## config.mk

```make
export PLATFORM = sky130hd
export DESIGN_NAME = mult_entry_ctrl_flat
export DESIGN_NICKNAME = d
export VERILOG_FILES = /design/src/rtl/mult_ctrl_pkg.sv /design/src/rtl/mult_entry_ctrl_if.sv /design/src/rtl/mult_entry_ctrl_dec_accum.sv /design/src/rtl/mult_entry_ctrl.sv /design/src/flat_wrapper.sv
export SDC_FILE = /design/constraint.sdc
export NUM_CORES = 1
export LEC_CHECK = 0
export ABC_AREA = 1
export CAP_MARGIN = 20
export CELL_PAD_IN_SITES_DETAIL_PLACEMENT = 1
export CELL_PAD_IN_SITES_GLOBAL_PLACEMENT = 1
export CORE_MARGIN = 3
export CORE_UTILIZATION = 35
export DETAILED_ROUTE_END_ITERATION = 6
export MAX_ROUTING_LAYER = met4
export PLACE_DENSITY_LB_ADDON = 0.1
export SYNTH_ARGS = -nofsm -noshare
export SYNTH_HDL_FRONTEND = slang
export SYNTH_SLANG_ARGS = --single-unit
```

## constraint.sdc

```tcl
create_clock -name clk -period 2 [get_ports clk]
set_clock_uncertainty 0.15 [all_clocks]
set_input_delay 0.3 -clock clk [delete_from_list [all_inputs] [get_ports clk]]
set_output_delay 0.3 -clock clk [all_outputs]
set_load 0.02 [all_outputs]
```

## src/rtl/mult_ctrl_pkg.sv

```systemverilog
// Shared types and key codes for the multiplier entry sequencer.
package mult_ctrl_pkg;

  typedef enum logic [2:0] {
    ENTRY_A = 3'd0,
    ENTRY_B = 3'd1,
    START   = 3'd2,
    WAIT    = 3'd3,
    SHOW    = 3'd4
  } ctrl_state_t;

  localparam logic [3:0] KEY_ENTER = 4'hA;
  localparam logic [3:0] KEY_CLEAR = 4'hB;

  function automatic logic is_digit(input logic [3:0] key);
    return (key <= 4'd9);
  endfunction

endpackage

```

## src/rtl/mult_entry_ctrl_if.sv

```systemverilog
// Keypad-side and multiplier-side signals of the entry sequencer.
interface mult_entry_ctrl_if #(
  parameter int OP_W  = 10,
  parameter int CNT_W = 2
);
  logic             data_available;
  logic [3:0]       dato_i;
  logic [OP_W-1:0]  mult_a;
  logic [OP_W-1:0]  mult_b;
  logic             mult_start;
  logic             mult_done;
  logic             result_valid;
  logic             busy;
  logic             entry_sel;
  logic [CNT_W-1:0] digit_cnt;
  logic             timeout_o;

  modport master (
    input  data_available,
    input  dato_i,
    input  mult_done,
    output mult_a,
    output mult_b,
    output mult_start,
    output result_valid,
    output busy,
    output entry_sel,
    output digit_cnt,
    output timeout_o
  );

  modport slave (
    output data_available,
    output dato_i,
    output mult_done,
    input  mult_a,
    input  mult_b,
    input  mult_start,
    input  result_valid,
    input  busy,
    input  entry_sel,
    input  digit_cnt,
    input  timeout_o
  );

endinterface

```

## src/rtl/mult_entry_ctrl_dec_accum.sv

```systemverilog
// Decimal-to-binary operand accumulator: val <= val*10 + digit, up to N_DIGITS digits.
module dec_accum #(
  parameter int OP_W     = 10,
  parameter int N_DIGITS = 3,
  parameter int CNT_W    = 2
) (
  input  logic             clk,
  input  logic             rst,
  input  logic             clr,
  input  logic             load_digit,
  input  logic [3:0]       digit,
  output logic [OP_W-1:0]  val,
  output logic [CNT_W-1:0] cnt
);

  logic [OP_W-1:0] times10;

  // Digit limit keeps val below 10^N_DIGITS, so the shift-add never overflows.
  assign times10 = (val << 3) + (val << 1);

  always_ff @(posedge clk) begin
    if (!rst) begin
      val <= '0;
      cnt <= '0;
    end else if (clr) begin
      if (load_digit) begin
        val <= OP_W'(digit);
        cnt <= CNT_W'(1);
      end else begin
        val <= '0;
        cnt <= '0;
      end
    end else if (load_digit && (cnt < CNT_W'(N_DIGITS))) begin
      val <= times10 + OP_W'(digit);
      cnt <= cnt + CNT_W'(1);
    end
  end

endmodule

```

## src/rtl/mult_entry_ctrl.sv

```systemverilog
// Keypad-to-multiplier entry sequencer. Optional idle auto-clear with macro ENTRY_TIMEOUT_EN.
//
// state   | meaning
// ENTRY_A | collecting digits of operand A
// ENTRY_B | collecting digits of operand B
// START   | one-cycle start pulse to the multiplier
// WAIT    | multiplier running, keys dropped
// SHOW    | result valid, operands held for display
module mult_entry_ctrl
  import mult_ctrl_pkg::*;
#(
  parameter int N_DIGITS    = 3,
  parameter int OP_W        = 10,
  parameter int TIMEOUT_CYC = 135000000
) (
  input logic              clk,
  input logic              rst,
  mult_entry_ctrl_if.master bus
);

  localparam int CNT_W = $clog2(N_DIGITS + 1);

  ctrl_state_t      state_q, state_d;
  logic             da_q;
  logic             key_ev;
  logic             key_dig, key_ent, key_clr;
  logic             clr_a, clr_b, ld_a, ld_b;
  logic             tmo_hit;
  logic [OP_W-1:0]  val_a, val_b;
  logic [CNT_W-1:0] cnt_a, cnt_b;

  assign key_ev  = bus.data_available & ~da_q;
  assign key_dig = key_ev & is_digit(bus.dato_i);
  assign key_ent = key_ev & (bus.dato_i == KEY_ENTER);
  assign key_clr = key_ev & (bus.dato_i == KEY_CLEAR);

  always_ff @(posedge clk) begin
    if (!rst) begin
      state_q <= ENTRY_A;
      da_q    <= 1'b0;
    end else begin
      state_q <= state_d;
      da_q    <= bus.data_available;
    end
  end

  always_comb begin
    state_d = state_q;
    clr_a   = 1'b0;
    clr_b   = 1'b0;
    ld_a    = 1'b0;
    ld_b    = 1'b0;
    unique case (state_q)
      ENTRY_A: begin
        if (key_dig) begin
          ld_a = 1'b1;
        end else if (key_ent) begin
          state_d = ENTRY_B;
          clr_b   = 1'b1;
        end else if (key_clr) begin
          clr_a = 1'b1;
        end
      end
      ENTRY_B: begin
        if (key_dig) begin
          ld_b = 1'b1;
        end else if (key_ent) begin
          state_d = START;
        end else if (key_clr) begin
          clr_a   = 1'b1;
          clr_b   = 1'b1;
          state_d = ENTRY_A;
        end
      end
      START: state_d = WAIT;
      WAIT: begin
        if (bus.mult_done) state_d = SHOW;
      end
      SHOW: begin
        // A digit here starts a fresh A with that digit already loaded.
        if (key_dig) begin
          clr_a   = 1'b1;
          ld_a    = 1'b1;
          clr_b   = 1'b1;
          state_d = ENTRY_A;
        end else if (key_clr) begin
          clr_a   = 1'b1;
          clr_b   = 1'b1;
          state_d = ENTRY_A;
        end else if (key_ent) begin
          state_d = START;
        end
      end
      default: state_d = ENTRY_A;
    endcase
    if (tmo_hit) begin
      clr_a   = 1'b1;
      clr_b   = 1'b1;
      ld_a    = 1'b0;
      ld_b    = 1'b0;
      state_d = ENTRY_A;
    end
  end

  dec_accum #(.OP_W(OP_W), .N_DIGITS(N_DIGITS), .CNT_W(CNT_W)) u_acc_a (
    .clk        (clk),
    .rst        (rst),
    .clr        (clr_a),
    .load_digit (ld_a),
    .digit      (bus.dato_i),
    .val        (val_a),
    .cnt        (cnt_a)
  );

  dec_accum #(.OP_W(OP_W), .N_DIGITS(N_DIGITS), .CNT_W(CNT_W)) u_acc_b (
    .clk        (clk),
    .rst        (rst),
    .clr        (clr_b),
    .load_digit (ld_b),
    .digit      (bus.dato_i),
    .val        (val_b),
    .cnt        (cnt_b)
  );

  assign bus.mult_a       = val_a;
  assign bus.mult_b       = val_b;
  assign bus.mult_start   = (state_q == START);
  assign bus.busy         = (state_q == START) || (state_q == WAIT);
  assign bus.result_valid = (state_q == SHOW);
  assign bus.entry_sel    = (state_q != ENTRY_A);
  assign bus.digit_cnt    = bus.entry_sel ? cnt_b : cnt_a;

`ifdef ENTRY_TIMEOUT_EN
  localparam int TMO_W = (TIMEOUT_CYC > 1) ? $clog2(TIMEOUT_CYC) : 1;

  logic [TMO_W-1:0] idle_q;
  logic             idle_run;
  logic             tmo_q;

  assign idle_run = ((state_q == ENTRY_A) && (cnt_a != '0)) || (state_q == ENTRY_B);
  // A key arriving in the expiry cycle takes precedence and reloads the timer.
  assign tmo_hit  = idle_run && (idle_q == '0) && !key_ev;

  always_ff @(posedge clk) begin
    if (!rst) begin
      idle_q <= TMO_W'(TIMEOUT_CYC - 1);
      tmo_q  <= 1'b0;
    end else begin
      tmo_q <= tmo_hit;
      if (!idle_run || key_ev || tmo_hit || (state_d != state_q)) begin
        idle_q <= TMO_W'(TIMEOUT_CYC - 1);
      end else begin
        idle_q <= idle_q - TMO_W'(1);
      end
    end
  end

  assign bus.timeout_o = tmo_q;
`else
  logic unused_timeout_cfg;

  assign tmo_hit            = 1'b0;
  assign bus.timeout_o      = 1'b0;
  assign unused_timeout_cfg = ^TIMEOUT_CYC;
`endif

endmodule

```

## src/flat_wrapper.sv

```systemverilog
// flat-port wrapper written by rule: the top's interface ports become plain ports
module mult_entry_ctrl_flat import mult_ctrl_pkg::*;
#(
  parameter int N_DIGITS    = 3,
  parameter int OP_W        = 10,
  parameter int TIMEOUT_CYC = 135000000
)
  (clk, rst, bus_data_available, bus_dato_i, bus_mult_done, bus_mult_a, bus_mult_b, bus_mult_start, bus_result_valid, bus_busy, bus_entry_sel, bus_digit_cnt, bus_timeout_o);
  mult_entry_ctrl_if #(.OP_W(OP_W), .CNT_W(2)) bus_i ();
  input logic clk;
  input logic rst;
  input wire logic [$bits(bus_i.data_available)-1:0] bus_data_available;
  input wire logic [$bits(bus_i.dato_i)-1:0] bus_dato_i;
  input wire logic [$bits(bus_i.mult_done)-1:0] bus_mult_done;
  output wire logic [$bits(bus_i.mult_a)-1:0] bus_mult_a;
  output wire logic [$bits(bus_i.mult_b)-1:0] bus_mult_b;
  output wire logic [$bits(bus_i.mult_start)-1:0] bus_mult_start;
  output wire logic [$bits(bus_i.result_valid)-1:0] bus_result_valid;
  output wire logic [$bits(bus_i.busy)-1:0] bus_busy;
  output wire logic [$bits(bus_i.entry_sel)-1:0] bus_entry_sel;
  output wire logic [$bits(bus_i.digit_cnt)-1:0] bus_digit_cnt;
  output wire logic [$bits(bus_i.timeout_o)-1:0] bus_timeout_o;
  assign bus_i.data_available = bus_data_available;
  assign bus_i.dato_i = bus_dato_i;
  assign bus_i.mult_done = bus_mult_done;
  assign bus_mult_a = bus_i.mult_a;
  assign bus_mult_b = bus_i.mult_b;
  assign bus_mult_start = bus_i.mult_start;
  assign bus_result_valid = bus_i.result_valid;
  assign bus_busy = bus_i.busy;
  assign bus_entry_sel = bus_i.entry_sel;
  assign bus_digit_cnt = bus_i.digit_cnt;
  assign bus_timeout_o = bus_i.timeout_o;
  mult_entry_ctrl #(.N_DIGITS(N_DIGITS), .OP_W(OP_W), .TIMEOUT_CYC(TIMEOUT_CYC)) u_core (.clk(clk), .rst(rst), .bus(bus_i));
endmodule
```

==> impl_metrics.yaml <==
floorplan:
  initial_core_util_pct: 37.0
  core_area_um2: 6490
  ios: 35
  die_area_um2: 7900
  die_w_um: 88.9
  row_count: 29
  die_h_um: 88.9
route:
  dr.pass1.iters: 4
  routedWlPerCell_um: 15.5
  totalWireLength_um: 7990
  first_iter_violations: 65
  antenna_left: 0
  route.detailed.drc: 0
  vias_per_cell: 5.20
  vias: 2676
grt:
  antenna_found_initial: 0
  grt_pass1_vias: 2875
  grt_pass1_wl_um: 13300
  grt_use_total_pct: 22.1
  overflow: 0
  grt_max_degree: 16
sta:
  setup_slack_ps: -180
  setup_viol: 11
  hold_viol_final: 0
  finalSetupTns_ps: -927
  final-max-slew-violation-count: 0
  fin_crit_sh_pct: 109
  fmaxAchievable_ghz: 0.459
  post-route-min-period_ps: 2180
  grt_setup_unrepaired: "true"
layout:
  drive_above_1_share_pct: 32.2
  nNetsFinal: 481
  area_growth_syn_to_layout_pct: 47.3
  antennaDiodeCount: 0
  fillers: 833
  final_cells: 515
critical_path:
  worstSetupPathType: "reg2reg"
  slowest_delay_ps: 480
  required_ps: 2070
  worstPathArrival_ps: 2250
  cp-start-kind: "register"
  slowest_stage: "fa_1"
  reg2reg_depth: 11
  path_max_fanout: 2
  crit_chain: "inv_2 -> fa_1 -> buf_4 -> fa_2 -> inv_2 -> nand4_1 -> nand3_1 -> nand2_1 -> nand2_1 -> nand2_1 -> a21oi_1"
  path_common_cell: "nand2_1"
  crit_path_end_kind: "register"
synthesis:
  synth-warning-count: 0
  yosysTopAreaCell: "dfxtp_1"
  syn-cell-area_um2: 2400
  syn_nets: 397
  synthDistinctLibCells: 29
  synthCells: 355
  syn_area_per_cell_um2: 6.77
  ys_ff_latch: 28
  synth_area_leaders: "dfxtp_1 23%, ha_1 16%, nand2_1 15%, inv_1 8.6%, a21oi_1 6.5%"
  yosysSeqAreaShare_pct: 23.3
  synth_top_area_share_pct: 23.3
run:
  drv_cap: 0
power_and_ir_drop:
  max-vdd-ir-drop_v: 0.000405
  leakagePower_uw: 0.00177
  clkPwrFrac_pct: 13.9
  power_density_nw_per_um2: 681
  swShare_pct: 42.7
  seqPwrFrac_pct: 28.7
  p_switching_uw: 1030
  p_int_uw: 1380
  combinationalPowerShare_pct: 57.4
clock_tree:
  cts_buffers: 3
  cts-root-buf: "clkbuf_8"
  htreeDepth: 1
  clock_latency_ps: 290
  clk_pin_slew_ps: 100
  cts_tree: "built"
  cts_buffer_depth: 2
  postCtsHoldBufs: 0
  clock-sinks: 28
placed_design:
  place.gp.congestion: 0.842
  portBuffers: 33
  hpwlAfterDp_um: 6100
  dp_slack_ps: -702
  place_inst: 502
status:
  outcome: "finished with violations"
  violations: "negative setup slack"
hold_path:
  hold_class: "reg2reg"
  hold_depth: 2
-- cell usage after synthesis, drive strengths merged --
cell     n
a21boi   1
a21oi   31
buf      6
clkbuf   2
conb     1
dfxtp   28
fa       4
ha      30
inv     57
nand2   98
nand3   26
nand3b   3
nand4   24
nor2    22
nor3     3
o21a     1
o21ai    8
or2      5
xnor2    3
xor2     2
-- repair_timing --
action / in CTS / in global routing
resized for setup: 36 / 41
endpoints found under the setup margin: 26 / 21
buffers inserted: 4 / 5
hold endpoints to repair: 0 / 0
pin swaps: 24 / 31
-- cells in the final DEF, fill, tap and decap left out, types with 13 or more instances in the layout --
cell type / instances
a21oi_1: 20
buf_4: 50
clkdlybuf4s50_1: 23
dfxtp_1: 19
ha_1: 23
inv_1: 45
nand2_1: 84
nand2_2: 13
nand3_1: 15
nand4_1: 23
nor2_1: 16
-- power groups by stage --
stage / logic [uW] / registers (uW) / clock network [uW]
CTS: 1300 / 691 / 350
global route: 1560 / 701 / 374
detailed placement: 1230 / 704 / 0
floorplan: 727 / 715 / 0
finish: 1380 / 692 / 335
global placement: 1200 / 701 / 0
-- cell type report --
class	count	area, um2	area share (%)
inverters	57	216	6.12
flip-flops and latches	28	584	16.5
clock buffers	4	45.0	1.27
well taps	77	96.3	2.72
repair buffers	87	764	21.6
multi-input cells	262	1830	51.8
-- kinds of logic after synthesis --
logic type,count (synthesis),synth area share [%]
adders and majority gates,34,18.9
other,1,0.156
buffers and inverters,65,11.6
AOI/OAI and AO/OA,41,8.90
DFF,28,23.3
xor gates and xnor gates,5,1.82
and+or+nand+nor,181,35.2
-- routing by layer --
metal / vias up / routed length, um / GRT usage, %
li1: 1333 / - / -
met5: - / 0 / -
met4: 0 / 85 / 4.40
met3: 7 / 273 / 2.23
met2: 37 / 4080 / 38.7
met1: 1299 / 3550 / 27.5
-- flip-flops by register name (all words and copies together) (netlist names) --
name	count
u_core.state_q	3
u_core.u_acc_a.val	10
u_core.u_acc_a.cnt	2
u_core.da_q	1
u_core.u_acc_b.cnt	2
u_core.u_acc_b.val	10
-- stage by stage --
stage	cell area (um2)	total power (uW)	utilization, %	hold WS, ps
after global routing	3540	2630	54.5	351
after CTS	3360	2340	51.7	332
final	3540	2410	54.5	318
after detailed placement	3190	1940	49.1	317
after global placement	3190	1900	49.1	306
after floorplan	2450	1440	-	243
-- critical path: cells and delay by family (launching register included) --
| kind | cells | cell delay (ps) |
|---|---|---|
| fa+ha+maj | 2 | 820 |
| flops | 1 | 360 |
| compound gates | 1 | 130 |
| buf+inv | 3 | 280 |
| simple gates | 5 | 390 |
-- path summary, 6_finish.rpt --
check / startpoint / slack, ps / endpoint
max reg2reg: u_core.u_acc_a.val[2] / -180 / u_core.u_acc_a.val[8]
min: u_core.u_acc_a.val[9] / 320 / u_core.u_acc_a.val[9]
min reg2reg: u_core.u_acc_a.val[9] / 320 / u_core.u_acc_a.val[9]
max: u_core.u_acc_a.val[2] / -180 / u_core.u_acc_a.val[8]
No activity file was read; power rests on OpenSTA's default activity.
